### config.mk
export PLATFORM = sky130hd
export DESIGN_NAME = exec_sequencer_flat
export DESIGN_NICKNAME = d
export VERILOG_FILES = /design/src/rtl/gpp_pkg.sv /design/src/rtl/exec_sequencer_if.sv /design/src/rtl/exec_sequencer_cond_eval.sv /design/src/rtl/exec_sequencer.sv /design/src/flat_wrapper.sv
export SDC_FILE = /design/constraint.sdc
export NUM_CORES = 1
export LEC_CHECK = 0
export ABC_CLOCK_PERIOD_IN_PS = 1900
export CAP_MARGIN = 30
export CELL_PAD_IN_SITES_DETAIL_PLACEMENT = 0
export CELL_PAD_IN_SITES_GLOBAL_PLACEMENT = 1
export CORE_UTILIZATION = 32
export CTS_CLUSTER_SIZE = 14
export DETAILED_ROUTE_END_ITERATION = 10
export GPL_TIMING_DRIVEN = 0
export PLACE_DENSITY_LB_ADDON = 0.1
export SLEW_MARGIN = 25
export SYNTH_ARGS = -nofsm -noshare
export SYNTH_HDL_FRONTEND = slang
export SYNTH_SLANG_ARGS = --single-unit
### constraint.sdc
create_clock -name clk -period 1.9 [get_ports clk]
set_input_delay 0.38 -clock clk [delete_from_list [all_inputs] [get_ports clk]]
set_output_delay 0.38 -clock clk [all_outputs]
set_load 0.05 [all_outputs]
### src/rtl/gpp_pkg.sv
// gpp_pkg
// Shared definitions for the calculator datapath control blocks:
//   - state_t      : execute sequencer state encoding
//   - COND_*       : condition code values carried on req_cond
//   - FLG_*        : bit positions of Z/N/C/V inside every 4-bit flags vector
package gpp_pkg;

  typedef enum logic [2:0] {
    ST_IDLE,
    ST_COND,
    ST_READ,
    ST_EXEC,
    ST_WB,
    ST_DONE
  } state_t;

  localparam logic [2:0] COND_AL = 3'd0;
  localparam logic [2:0] COND_EQ = 3'd1;
  localparam logic [2:0] COND_NE = 3'd2;
  localparam logic [2:0] COND_CS = 3'd3;
  localparam logic [2:0] COND_CC = 3'd4;
  localparam logic [2:0] COND_MI = 3'd5;
  localparam logic [2:0] COND_GE = 3'd6;
  localparam logic [2:0] COND_LT = 3'd7;

  localparam int FLG_Z = 3;
  localparam int FLG_N = 2;
  localparam int FLG_C = 1;
  localparam int FLG_V = 0;

endpackage

### src/rtl/exec_sequencer_if.sv
// exec_sequencer_if
// Bundles every non-clock/reset signal of the execute sequencer.
//   master : the sequencer itself (drives handshake ready, register file
//            addresses/write port, ALU inputs, flags write port, status)
//   slave  : the surrounding datapath (drives requests, read data, ALU
//            results and the current flags)
interface exec_sequencer_if #(
  parameter int DW = 8,
  parameter int AW = 3
);

  logic          req_valid;
  logic          req_ready;
  logic [3:0]    req_op;
  logic [2:0]    req_cond;
  logic          req_wb;
  logic          req_wf;
  logic [AW-1:0] req_rd;
  logic [AW-1:0] req_ra;
  logic [AW-1:0] req_rb;

  logic [AW-1:0] rf_ra_addr;
  logic [AW-1:0] rf_rb_addr;
  logic [DW-1:0] rf_ra_data;
  logic [DW-1:0] rf_rb_data;

  logic [3:0]    alu_op;
  logic [DW-1:0] alu_a;
  logic [DW-1:0] alu_b;
  logic [DW-1:0] alu_res;
  logic [3:0]    alu_flags;

  logic [3:0]    flags_in;
  logic          flags_w;
  logic [3:0]    flags_d;

  logic          rf_we;
  logic [AW-1:0] rf_waddr;
  logic [DW-1:0] rf_wdata;

  logic          done;
  logic          skipped;
  logic          busy;

  modport master (
    input  req_valid, req_op, req_cond, req_wb, req_wf, req_rd, req_ra, req_rb,
    input  rf_ra_data, rf_rb_data, alu_res, alu_flags, flags_in,
    output req_ready, rf_ra_addr, rf_rb_addr, alu_op, alu_a, alu_b,
    output flags_w, flags_d, rf_we, rf_waddr, rf_wdata, done, skipped, busy
  );

  modport slave (
    output req_valid, req_op, req_cond, req_wb, req_wf, req_rd, req_ra, req_rb,
    output rf_ra_data, rf_rb_data, alu_res, alu_flags, flags_in,
    input  req_ready, rf_ra_addr, rf_rb_addr, alu_op, alu_a, alu_b,
    input  flags_w, flags_d, rf_we, rf_waddr, rf_wdata, done, skipped, busy
  );

endinterface

### src/rtl/exec_sequencer_cond_eval.sv
// cond_eval
// Combinational condition-code check.
//   cond  in  3  condition code (COND_AL..COND_LT)
//   flags in  4  {Z,N,C,V}
//   pass  out 1  condition holds
module cond_eval
  import gpp_pkg::*;
(
  input  logic [2:0] cond,
  input  logic [3:0] flags,
  output logic       pass
);

  // One case arm per code; GE/LT compare N against V for signed ordering.
  always_comb begin
    pass = 1'b0;
    case (cond)
      COND_AL: pass = 1'b1;
      COND_EQ: pass = flags[FLG_Z];
      COND_NE: pass = !flags[FLG_Z];
      COND_CS: pass = flags[FLG_C];
      COND_CC: pass = !flags[FLG_C];
      COND_MI: pass = flags[FLG_N];
      COND_GE: pass = (flags[FLG_N] == flags[FLG_V]);
      COND_LT: pass = (flags[FLG_N] != flags[FLG_V]);
      default: pass = 1'b0;
    endcase
  end

endmodule

### src/rtl/exec_sequencer.sv
// exec_sequencer
// Multi-cycle execute controller: accepts one op over valid/ready, checks
// its condition against the flags, reads two operands, drives the ALU and
// writes back result and flags.
//   clk  in  clock, rising edge
//   rst  in  asynchronous, active-low reset
//   bus  exec_sequencer_if.master : handshake, register file, ALU, flags, status
module exec_sequencer
  import gpp_pkg::*;
#(
  parameter int DW = 8,
  parameter int AW = 3
) (
  input  logic                clk,
  input  logic                rst,
  exec_sequencer_if.master    bus
);

  state_t        state_q;

  logic [3:0]    op_q;
  logic [2:0]    cond_q;
  logic          wb_q;
  logic          wf_q;
  logic [AW-1:0] rd_q;
  logic [AW-1:0] ra_q;
  logic [AW-1:0] rb_q;
  logic          skip_q;
  logic [DW-1:0] res_q;
  logic [3:0]    flg_q;

  logic          ready_q;
  logic          busy_q;
  logic          done_q;
  logic          skipped_q;
  logic          rf_we_q;
  logic          flags_w_q;
  logic [AW-1:0] ra_addr_q;
  logic [AW-1:0] rb_addr_q;
  logic [3:0]    alu_op_q;
  logic          exec_q;
  logic          wb_phase_q;

  logic          cond_pass;

  cond_eval u_cond_eval (
    .cond  (cond_q),
    .flags (bus.flags_in),
    .pass  (cond_pass)
  );

  // Sequencer FSM. Every output flag is set on the transition into the state
  // that owns it, so status and strobes come straight from flops. Reset
  // clears rf_we/flags_w asynchronously, so a WB cycle cut short never writes.
  always_ff @(posedge clk or negedge rst) begin
    if (!rst) begin
      state_q    <= ST_IDLE;
      op_q       <= '0;
      cond_q     <= '0;
      wb_q       <= 1'b0;
      wf_q       <= 1'b0;
      rd_q       <= '0;
      ra_q       <= '0;
      rb_q       <= '0;
      skip_q     <= 1'b0;
      res_q      <= '0;
      flg_q      <= '0;
      ready_q    <= 1'b1;
      busy_q     <= 1'b0;
      done_q     <= 1'b0;
      skipped_q  <= 1'b0;
      rf_we_q    <= 1'b0;
      flags_w_q  <= 1'b0;
      ra_addr_q  <= '0;
      rb_addr_q  <= '0;
      alu_op_q   <= '0;
      exec_q     <= 1'b0;
      wb_phase_q <= 1'b0;
    end else begin
      case (state_q)
        ST_IDLE: begin
          if (bus.req_valid) begin
            op_q    <= bus.req_op;
            cond_q  <= bus.req_cond;
            wb_q    <= bus.req_wb;
            wf_q    <= bus.req_wf;
            rd_q    <= bus.req_rd;
            ra_q    <= bus.req_ra;
            rb_q    <= bus.req_rb;
            ready_q <= 1'b0;
            busy_q  <= 1'b1;
            state_q <= ST_COND;
          end
        end
        ST_COND: begin
          if (cond_pass) begin
            ra_addr_q <= ra_q;
            rb_addr_q <= rb_q;
            state_q   <= ST_READ;
          end else begin
            skip_q    <= 1'b1;
            done_q    <= 1'b1;
            skipped_q <= 1'b1;
            state_q   <= ST_DONE;
          end
        end
        ST_READ: begin
          alu_op_q <= op_q;
          exec_q   <= 1'b1;
          state_q  <= ST_EXEC;
        end
        ST_EXEC: begin
          res_q      <= bus.alu_res;
          flg_q      <= bus.alu_flags;
          alu_op_q   <= '0;
          exec_q     <= 1'b0;
          ra_addr_q  <= '0;
          rb_addr_q  <= '0;
          rf_we_q    <= wb_q;
          flags_w_q  <= wf_q;
          wb_phase_q <= 1'b1;
          state_q    <= ST_WB;
        end
        ST_WB: begin
          rf_we_q    <= 1'b0;
          flags_w_q  <= 1'b0;
          wb_phase_q <= 1'b0;
          done_q     <= 1'b1;
          skipped_q  <= skip_q;
          state_q    <= ST_DONE;
        end
        ST_DONE: begin
          done_q    <= 1'b0;
          skipped_q <= 1'b0;
          skip_q    <= 1'b0;
          ready_q   <= 1'b1;
          busy_q    <= 1'b0;
          state_q   <= ST_IDLE;
        end
        default: begin
          ready_q <= 1'b1;
          busy_q  <= 1'b0;
          state_q <= ST_IDLE;
        end
      endcase
    end
  end

  // Operand data only becomes valid in EXEC, so the ALU inputs are gated
  // from the register file read data rather than registered.
  assign bus.alu_a      = exec_q ? bus.rf_ra_data : '0;
  assign bus.alu_b      = exec_q ? bus.rf_rb_data : '0;
  assign bus.alu_op     = alu_op_q;
  assign bus.rf_ra_addr = ra_addr_q;
  assign bus.rf_rb_addr = rb_addr_q;

  assign bus.rf_we      = rf_we_q;
  assign bus.rf_waddr   = wb_phase_q ? rd_q  : '0;
  assign bus.rf_wdata   = wb_phase_q ? res_q : '0;
  assign bus.flags_w    = flags_w_q;
  assign bus.flags_d    = wb_phase_q ? flg_q : '0;

  assign bus.req_ready  = ready_q;
  assign bus.busy       = busy_q;
  assign bus.done       = done_q;
  assign bus.skipped    = skipped_q;

endmodule
### src/flat_wrapper.sv
// flat-port wrapper written by rule: the top's interface ports become plain ports
module exec_sequencer_flat import gpp_pkg::*;
#(
  parameter int DW = 8,
  parameter int AW = 3
)
  (clk, rst, bus_req_valid, bus_req_op, bus_req_cond, bus_req_wb, bus_req_wf, bus_req_rd, bus_req_ra, bus_req_rb, bus_rf_ra_data, bus_rf_rb_data, bus_alu_res, bus_alu_flags, bus_flags_in, bus_req_ready, bus_rf_ra_addr, bus_rf_rb_addr, bus_alu_op, bus_alu_a, bus_alu_b, bus_flags_w, bus_flags_d, bus_rf_we, bus_rf_waddr, bus_rf_wdata, bus_done, bus_skipped, bus_busy);
  exec_sequencer_if #(.DW(DW), .AW(AW)) bus_i ();
  input  logic clk;
  input  logic rst;
  input wire logic [$bits(bus_i.req_valid)-1:0] bus_req_valid;
  input wire logic [$bits(bus_i.req_op)-1:0] bus_req_op;
  input wire logic [$bits(bus_i.req_cond)-1:0] bus_req_cond;
  input wire logic [$bits(bus_i.req_wb)-1:0] bus_req_wb;
  input wire logic [$bits(bus_i.req_wf)-1:0] bus_req_wf;
  input wire logic [$bits(bus_i.req_rd)-1:0] bus_req_rd;
  input wire logic [$bits(bus_i.req_ra)-1:0] bus_req_ra;
  input wire logic [$bits(bus_i.req_rb)-1:0] bus_req_rb;
  input wire logic [$bits(bus_i.rf_ra_data)-1:0] bus_rf_ra_data;
  input wire logic [$bits(bus_i.rf_rb_data)-1:0] bus_rf_rb_data;
  input wire logic [$bits(bus_i.alu_res)-1:0] bus_alu_res;
  input wire logic [$bits(bus_i.alu_flags)-1:0] bus_alu_flags;
  input wire logic [$bits(bus_i.flags_in)-1:0] bus_flags_in;
  output wire logic [$bits(bus_i.req_ready)-1:0] bus_req_ready;
  output wire logic [$bits(bus_i.rf_ra_addr)-1:0] bus_rf_ra_addr;
  output wire logic [$bits(bus_i.rf_rb_addr)-1:0] bus_rf_rb_addr;
  output wire logic [$bits(bus_i.alu_op)-1:0] bus_alu_op;
  output wire logic [$bits(bus_i.alu_a)-1:0] bus_alu_a;
  output wire logic [$bits(bus_i.alu_b)-1:0] bus_alu_b;
  output wire logic [$bits(bus_i.flags_w)-1:0] bus_flags_w;
  output wire logic [$bits(bus_i.flags_d)-1:0] bus_flags_d;
  output wire logic [$bits(bus_i.rf_we)-1:0] bus_rf_we;
  output wire logic [$bits(bus_i.rf_waddr)-1:0] bus_rf_waddr;
  output wire logic [$bits(bus_i.rf_wdata)-1:0] bus_rf_wdata;
  output wire logic [$bits(bus_i.done)-1:0] bus_done;
  output wire logic [$bits(bus_i.skipped)-1:0] bus_skipped;
  output wire logic [$bits(bus_i.busy)-1:0] bus_busy;
  assign bus_i.req_valid = bus_req_valid;
  assign bus_i.req_op = bus_req_op;
  assign bus_i.req_cond = bus_req_cond;
  assign bus_i.req_wb = bus_req_wb;
  assign bus_i.req_wf = bus_req_wf;
  assign bus_i.req_rd = bus_req_rd;
  assign bus_i.req_ra = bus_req_ra;
  assign bus_i.req_rb = bus_req_rb;
  assign bus_i.rf_ra_data = bus_rf_ra_data;
  assign bus_i.rf_rb_data = bus_rf_rb_data;
  assign bus_i.alu_res = bus_alu_res;
  assign bus_i.alu_flags = bus_alu_flags;
  assign bus_i.flags_in = bus_flags_in;
  assign bus_req_ready = bus_i.req_ready;
  assign bus_rf_ra_addr = bus_i.rf_ra_addr;
  assign bus_rf_rb_addr = bus_i.rf_rb_addr;
  assign bus_alu_op = bus_i.alu_op;
  assign bus_alu_a = bus_i.alu_a;
  assign bus_alu_b = bus_i.alu_b;
  assign bus_flags_w = bus_i.flags_w;
  assign bus_flags_d = bus_i.flags_d;
  assign bus_rf_we = bus_i.rf_we;
  assign bus_rf_waddr = bus_i.rf_waddr;
  assign bus_rf_wdata = bus_i.rf_wdata;
  assign bus_done = bus_i.done;
  assign bus_skipped = bus_i.skipped;
  assign bus_busy = bus_i.busy;
  exec_sequencer #(.DW(DW), .AW(AW)) u_core (.clk(clk), .rst(rst), .bus(bus_i));
endmodule
Yosys cells after proc, flatten, opt, wreduce, memory -nomap -nowiden
Index checks and enable logic that the tools add are counted.
Widths: inputs -> output; s select.
{"block": "op_classes", "n_eq_ne": 17, "n_mux": 26, "bitwise_logic": 1, "reduce_logical": 15}
{"operator": "$mux 8", "n": 3}
{"operator": "$eq 3x3->1 const B", "n": 6}
{"operator": "$mux 3", "n": 5}
{"operator": "$pmux 3 s5", "n": 1}
{"operator": "$pmux 1 s2", "n": 7}
{"operator": "$eq 3x2->1 const B", "n": 4}
{"operator": "$pmux 3 s2", "n": 2}
{"operator": "$reduce_and 2->1", "n": 5}
{"operator": "$pmux 1 s8", "n": 1}
{"operator": "$pmux 4 s2", "n": 1}
{"operator": "$reduce_bool 2->1", "n": 4}
{"operator": "$eq 3x1->1 const B", "n": 2}
{"operator": "$logic_not 3->1", "n": 2}
{"operator": "$pmux 1 s3", "n": 2}
{"operator": "$mux 4", "n": 1}
{"operator": "$ne 2x2->1 const B", "n": 2}
{"operator": "$reduce_or 4->1", "n": 1}
{"operator": "$mux 1", "n": 3}
{"operator": "$reduce_bool 3->1", "n": 1}
{"operator": "$logic_not 1->1", "n": 2}
{"operator": "$ne 2x1->1 const B", "n": 1}
{"operator": "$eq 1x1->1", "n": 1}
{"operator": "$ne 1x1->1", "n": 1}
{"operator": "$not 1->1", "n": 1}
{"block": "word_totals", "reg_bits": 52, "in_bits": 53, "out_inout_bits": 47, "word_cells": 81}

Depth between registers and ports, before layout
{"block": "logic_depth", "word_depth": 4, "mapped_depth": 6, "depth_no_buf": 5}

Modules after synthesis
Synthesis repeated with hierarchy kept, for this count alone.
{"block": "hier_totals", "hier_cells": 196, "area_unflattened_um2": 2383.5}
{"mod": "exec_sequencer", "instances": 1, "cells_each": 185, "area_each_um2": 2311.0, "seq_area_each_um2": 1302.5}
{"mod": "cond_eval", "instances": 1, "cells_each": 11, "area_each_um2": 72.6, "seq_area_each_um2": 0.0}

Least setup slack after synthesis
OpenSTA, ideal clock, no wires.
{"block": "synth_timing", "path_type": "register to register", "start": "register u_core.state_q[0]", "end": "register u_core.cond_q[2]", "setup_ps": 125, "t_arrival_ps": 1385, "setup_slack_ps": 390, "path_stages_with_launch": 5, "path_buffers": 2, "period_less_slack_ps": 1510, "cell_sequence": "dfrtp_1 clkbuf_8 nor3_1 buf_2 mux2_2"}
{"block": "synth_via", "elab_chain_len": 2}
{"item": "start: declaration", "line": "exec_sequencer.sv:19", "source": "state_t state_q;"}
{"item": "start signal: assignment", "line": "exec_sequencer.sv:57", "source": "state_q <= ST_IDLE;"}
{"item": "start signal: assignment", "line": "exec_sequencer.sv:92", "source": "state_q <= ST_COND;"}
{"item": "start signal: assignment", "line": "exec_sequencer.sv:99", "source": "state_q <= ST_READ;"}
{"item": "$logic_not 3->1", "line": "exec_sequencer.sv:80", "source": "case (state_q)"}
{"item": "$reduce_and 2->1 (no line)"}
{"item": "end signal: assignment", "line": "exec_sequencer.sv:84", "source": "cond_q <= bus.req_cond;"}
{"item": "end: declaration", "line": "exec_sequencer.sv:22", "source": "logic [2:0] cond_q;"}
No other way between the ends.
A chain may end at the register's enable or synchronous reset.

Worst setup path in the final report
{"block": "layout_timing", "start": "register u_core.ra_addr_q[2] (netlist: u_core.bus.rf_ra_addr[2])", "end": "output bus_rf_ra_addr[2]"}
{"item": "start: declaration", "line": "exec_sequencer.sv:38", "source": "logic [AW-1:0] ra_addr_q;"}
{"item": "start signal: assignment", "line": "exec_sequencer.sv:97", "source": "ra_addr_q <= ra_q;"}
{"item": "end: declaration", "line": "flat_wrapper.sv:25", "source": "output wire logic [$bits(bus_i.rf_ra_addr)-1:0] bus_rf_ra_addr;"}
No word-level cell between the ends.

==> summary.txt <==
Floorplan
  – Die Y: 88.6 µm
  – Starting Density: 0.331
  – Die ar.: 7850 µm²
  – Row count: 31
  – Core ar.: just over 7000 µm²
  – Top Ports: 100
  – Die span in x: 88.6 µm

Run
  – Max-Cap Viols: 0

Setup path
  – CP Buf/Inv Count: 1
  – Largest stage delay on the critical path: 0.80 ns
  – Crit Path Max Fanout: 2
  – CP Cell Sequence: clkdlybuf4s50_1
  – Type of the worst setup path: reg2out
  – CP arrival: approximately 1.5 ns
  – Max stage delay cell, worst path: clkdlybuf4s50_1
  – CP delay by family, top: buffers and inverters
  – Worst Path Required: 1.52 ns
  – Critical Path Start: u_core.bus.rf_ra_addr[2]
  – Critical Path End Type: output pin
  – Launching point of the worst reg2reg path: u_core.state_q[0]
  – Critical Path Start Type: register

GRT
  – Vias in the first global route: 1,859
  – Initial antenna violation count: 0
  – Global-route wire length before repair: roughly 8800 µm
  – GRT overflow: 0
  – Global Route Usage Sum: 0.149
  – Largest net degree at the start of global routing: 44

Clocking
  – H-Tree Depth: 2
  – Clock Pin Slew Worst Setup and Hold Paths: 0.09 ns
  – Total CTS buffers: 5
  – Clock Sink Count: 52
  – Clk root buf: clkbuf_8
  – Clock tree buffer depth: 2
  – Insertion delay to the later sink of the worst-skew pair: 0.30 ns
  – CTS tree: done

STA
  – Worst-Margin Slew: 0.529 ns
  – Fmax: between 500 and 600 MHz
  – Setup violators final: 0
  – Final worst setup slack: about 0.046 ns
  – Max transition margin: 0.648
  – Max-slew violations: 0
  – Min Tclk post-route: 1.85 ns
  – Hold Vio Cnt, Final: 0
  – Tcrit/Tclk final: 0.976
  – Unrepaired setup endpoints after global routing: no
  – Worst Skew: 0.00785 ns

Route
  – Vias per cell: 4.48
  – Routed vias: 1,863
  – DR iter-0 viols: 81
  – DR DRC count: 0
  – Remaining antenna violation count after routing: 0
  – Post-DR wirelength/cell: roughly 13 µm
  – Detailed-route wire length: between 5000 and 6000 µm
  – TritonRoute pass-1 iters: 4

Synthesis
  – Synth cell count leaders: 51 x dfrtp_1, 31 x and2_1, 27 x mux2_2, 24 x nand2_1, 10 x o21ai_0
  – Top-count cell post-synth: dfrtp_1
  – Number of synthesized flops with an enable pin: 0
  – Post-synth ARST share: 1.00
  – Synth top area share: 0.532
  – Synth Instances: 210
  – Syn_nets: 263
  – Syn. warnings: 0
  – Post-synthesis cell area: 2400 µm²
  – Synth top area cells: dfrtp_1 53%, mux2_2 13%, and2_1 8.1%
  – Area leader, netlist: dfrtp_1
  – Post-synth top flop: dfrtp_1
  – #FFs+latches synth: 52
  – Distinct cells, synth: 39
  – Seq/Total Area, Yosys: 0.543
  – Synthesized area per cell: 11.4 µm²

Finish
  – Register area: between 1000 and 1500 µm²
  – Filler instances: 707
  – Multi-input gate area: 996 µm²
  – Share of layout cells above drive strength 1: 0.227
  – Net count, final: 371
  – Design area: ~3600 µm²
  – Util after Layout: 0.490
  – Diodes inserted: 0
  – Area grow syn2layout: 48.3%

Place
  – PortBufs: 99
  – Placer congestion estimate: 0.678
  – Post-Place Worst Slack: -0.263 ns
  – Post-DP HPWL: 4030 µm
  – Placed cell areas: 3540 µm²

Power
  – Leak: 1.72 nW
  – Tot Pwr: 6.06 mW
  – Pwr dens: between 1500 and 2000 nW/µm²
  – Peak supply drop: 0.572 mV

Worst hold path
  – Hold Crit Class: in2async

Status
  – Status: complete, no violations
## worst paths after layout
| kind | cells after the start | end | slack [ns] |
|---|---|---|---|
| setup / recovery | 1 | bus_rf_ra_addr[2] | 0.05 |
| hold / removal | 2 | u_core.cond_q[2] | 0.45 |
| setup reg to reg | 4 | u_core.op_q[3] | 0.21 |
| hold reg to reg | 2 | u_core.bus.alu_op[2] | 0.48 |
| max in group asynchronous | 3 | u_core.bus.req_ready | 0.94 |
| min in group clk | 2 | u_core.bus.alu_op[2] | 0.48 |
## per-stage QoR
step / setup TNS [ns] / cells / hold slack (ns)
after CTS: 0 / 416 / 0.447
final: 0 / 416 / 0.447
after floorplan: 0 / 210 / 0.0844
after global placement: -73.90 / 408 / 0.461
after detailed placement: -10.11 / 409 / 0.230
after global routing: 0 / 416 / 0.452
## cell usage in the layout (no fill, tap or decap), types with 2 or more instances in the layout
cell type	n
clkbuf_8	6
a21oi_1	4
dlygate4sd2_1	14
dlymetal6s2s_1	6
buf_2	21
o211ai_1	2
clkbuf_2	2
buf_6	2
mux2_2	27
and2_1	31
mux2i_1	6
o22ai_1	2
dfrtp_1	50
nor3_1	2
nand2_1	24
nand2b_1	7
nor2_1	6
buf_4	2
inv_1	7
clkdlybuf4s15_1	2
clkdlybuf4s50_1	57
o21ai_0	10
## power breakdown
part           leakage (nW)  total, mW  switching, mW  internal [mW]
Clock                0.0501      0.724          0.345          0.379
Sequential            0.626       1.98          0.323           1.66
Combinational          1.04       3.36           2.05           1.31
## sequential cells by signal (all words and copies together) (netlist names)
signal                 flops
u_core.op_q                4
u_core.bus.req_ready       1
u_core.wf_q                1
u_core.flg_q               4
u_core.state_q             3
u_core.rb_q                3
u_core.exec_q              1
u_core.ra_q                3
u_core.bus.rf_ra_addr      3
u_core.bus.rf_we           1
u_core.bus.done            1
u_core.skip_q              1
u_core.res_q               8
u_core.wb_q                1
u_core.bus.busy            1
u_core.cond_q              3
u_core.bus.alu_op          4
u_core.bus.skipped         1
u_core.wb_phase_q          1
u_core.bus.flags_w         1
u_core.rd_q                3
u_core.bus.rf_rb_addr      3
## layer usage
metal	global-route usage	vias to the layer above	wire length, µm
met5	0	-	0
met4	0.0440	0	61
met3	0.0457	6	354
met2	0.242	55	2580
met1	0.191	883	2480
li1	-	919	-
## logic make-up after synthesis
| kind of cell | Yosys count | share of synthesized area |
|---|---|---|
| xor+xnor | 2 | 0.00730 |
| buf+inv | 18 | 0.0417 |
| flops | 52 | 0.543 |
| simple gates | 78 | 0.177 |
| compound gates | 27 | 0.0788 |
| mux | 33 | 0.152 |
## what timing repair did
action,4_1_cts,5_1_grt
endpoints found under the hold margin,9,0
setup endpoints to repair,35,26
cloned,0,0
resized for setup,81,42
hold buffers,1,0
buffers inserted,0,0
## area by class of cell
class                   instances  share of cell area
inverters                       8             0.00844
multi-input cells             140               0.280
repair buffers                101               0.261
clock buffers                   5              0.0194
plain buffers                  10              0.0211
well taps                      99              0.0348
clock inverters                 1             0.00844
flip-flops and latches         52               0.367
(Power assumes the default switching activity.)
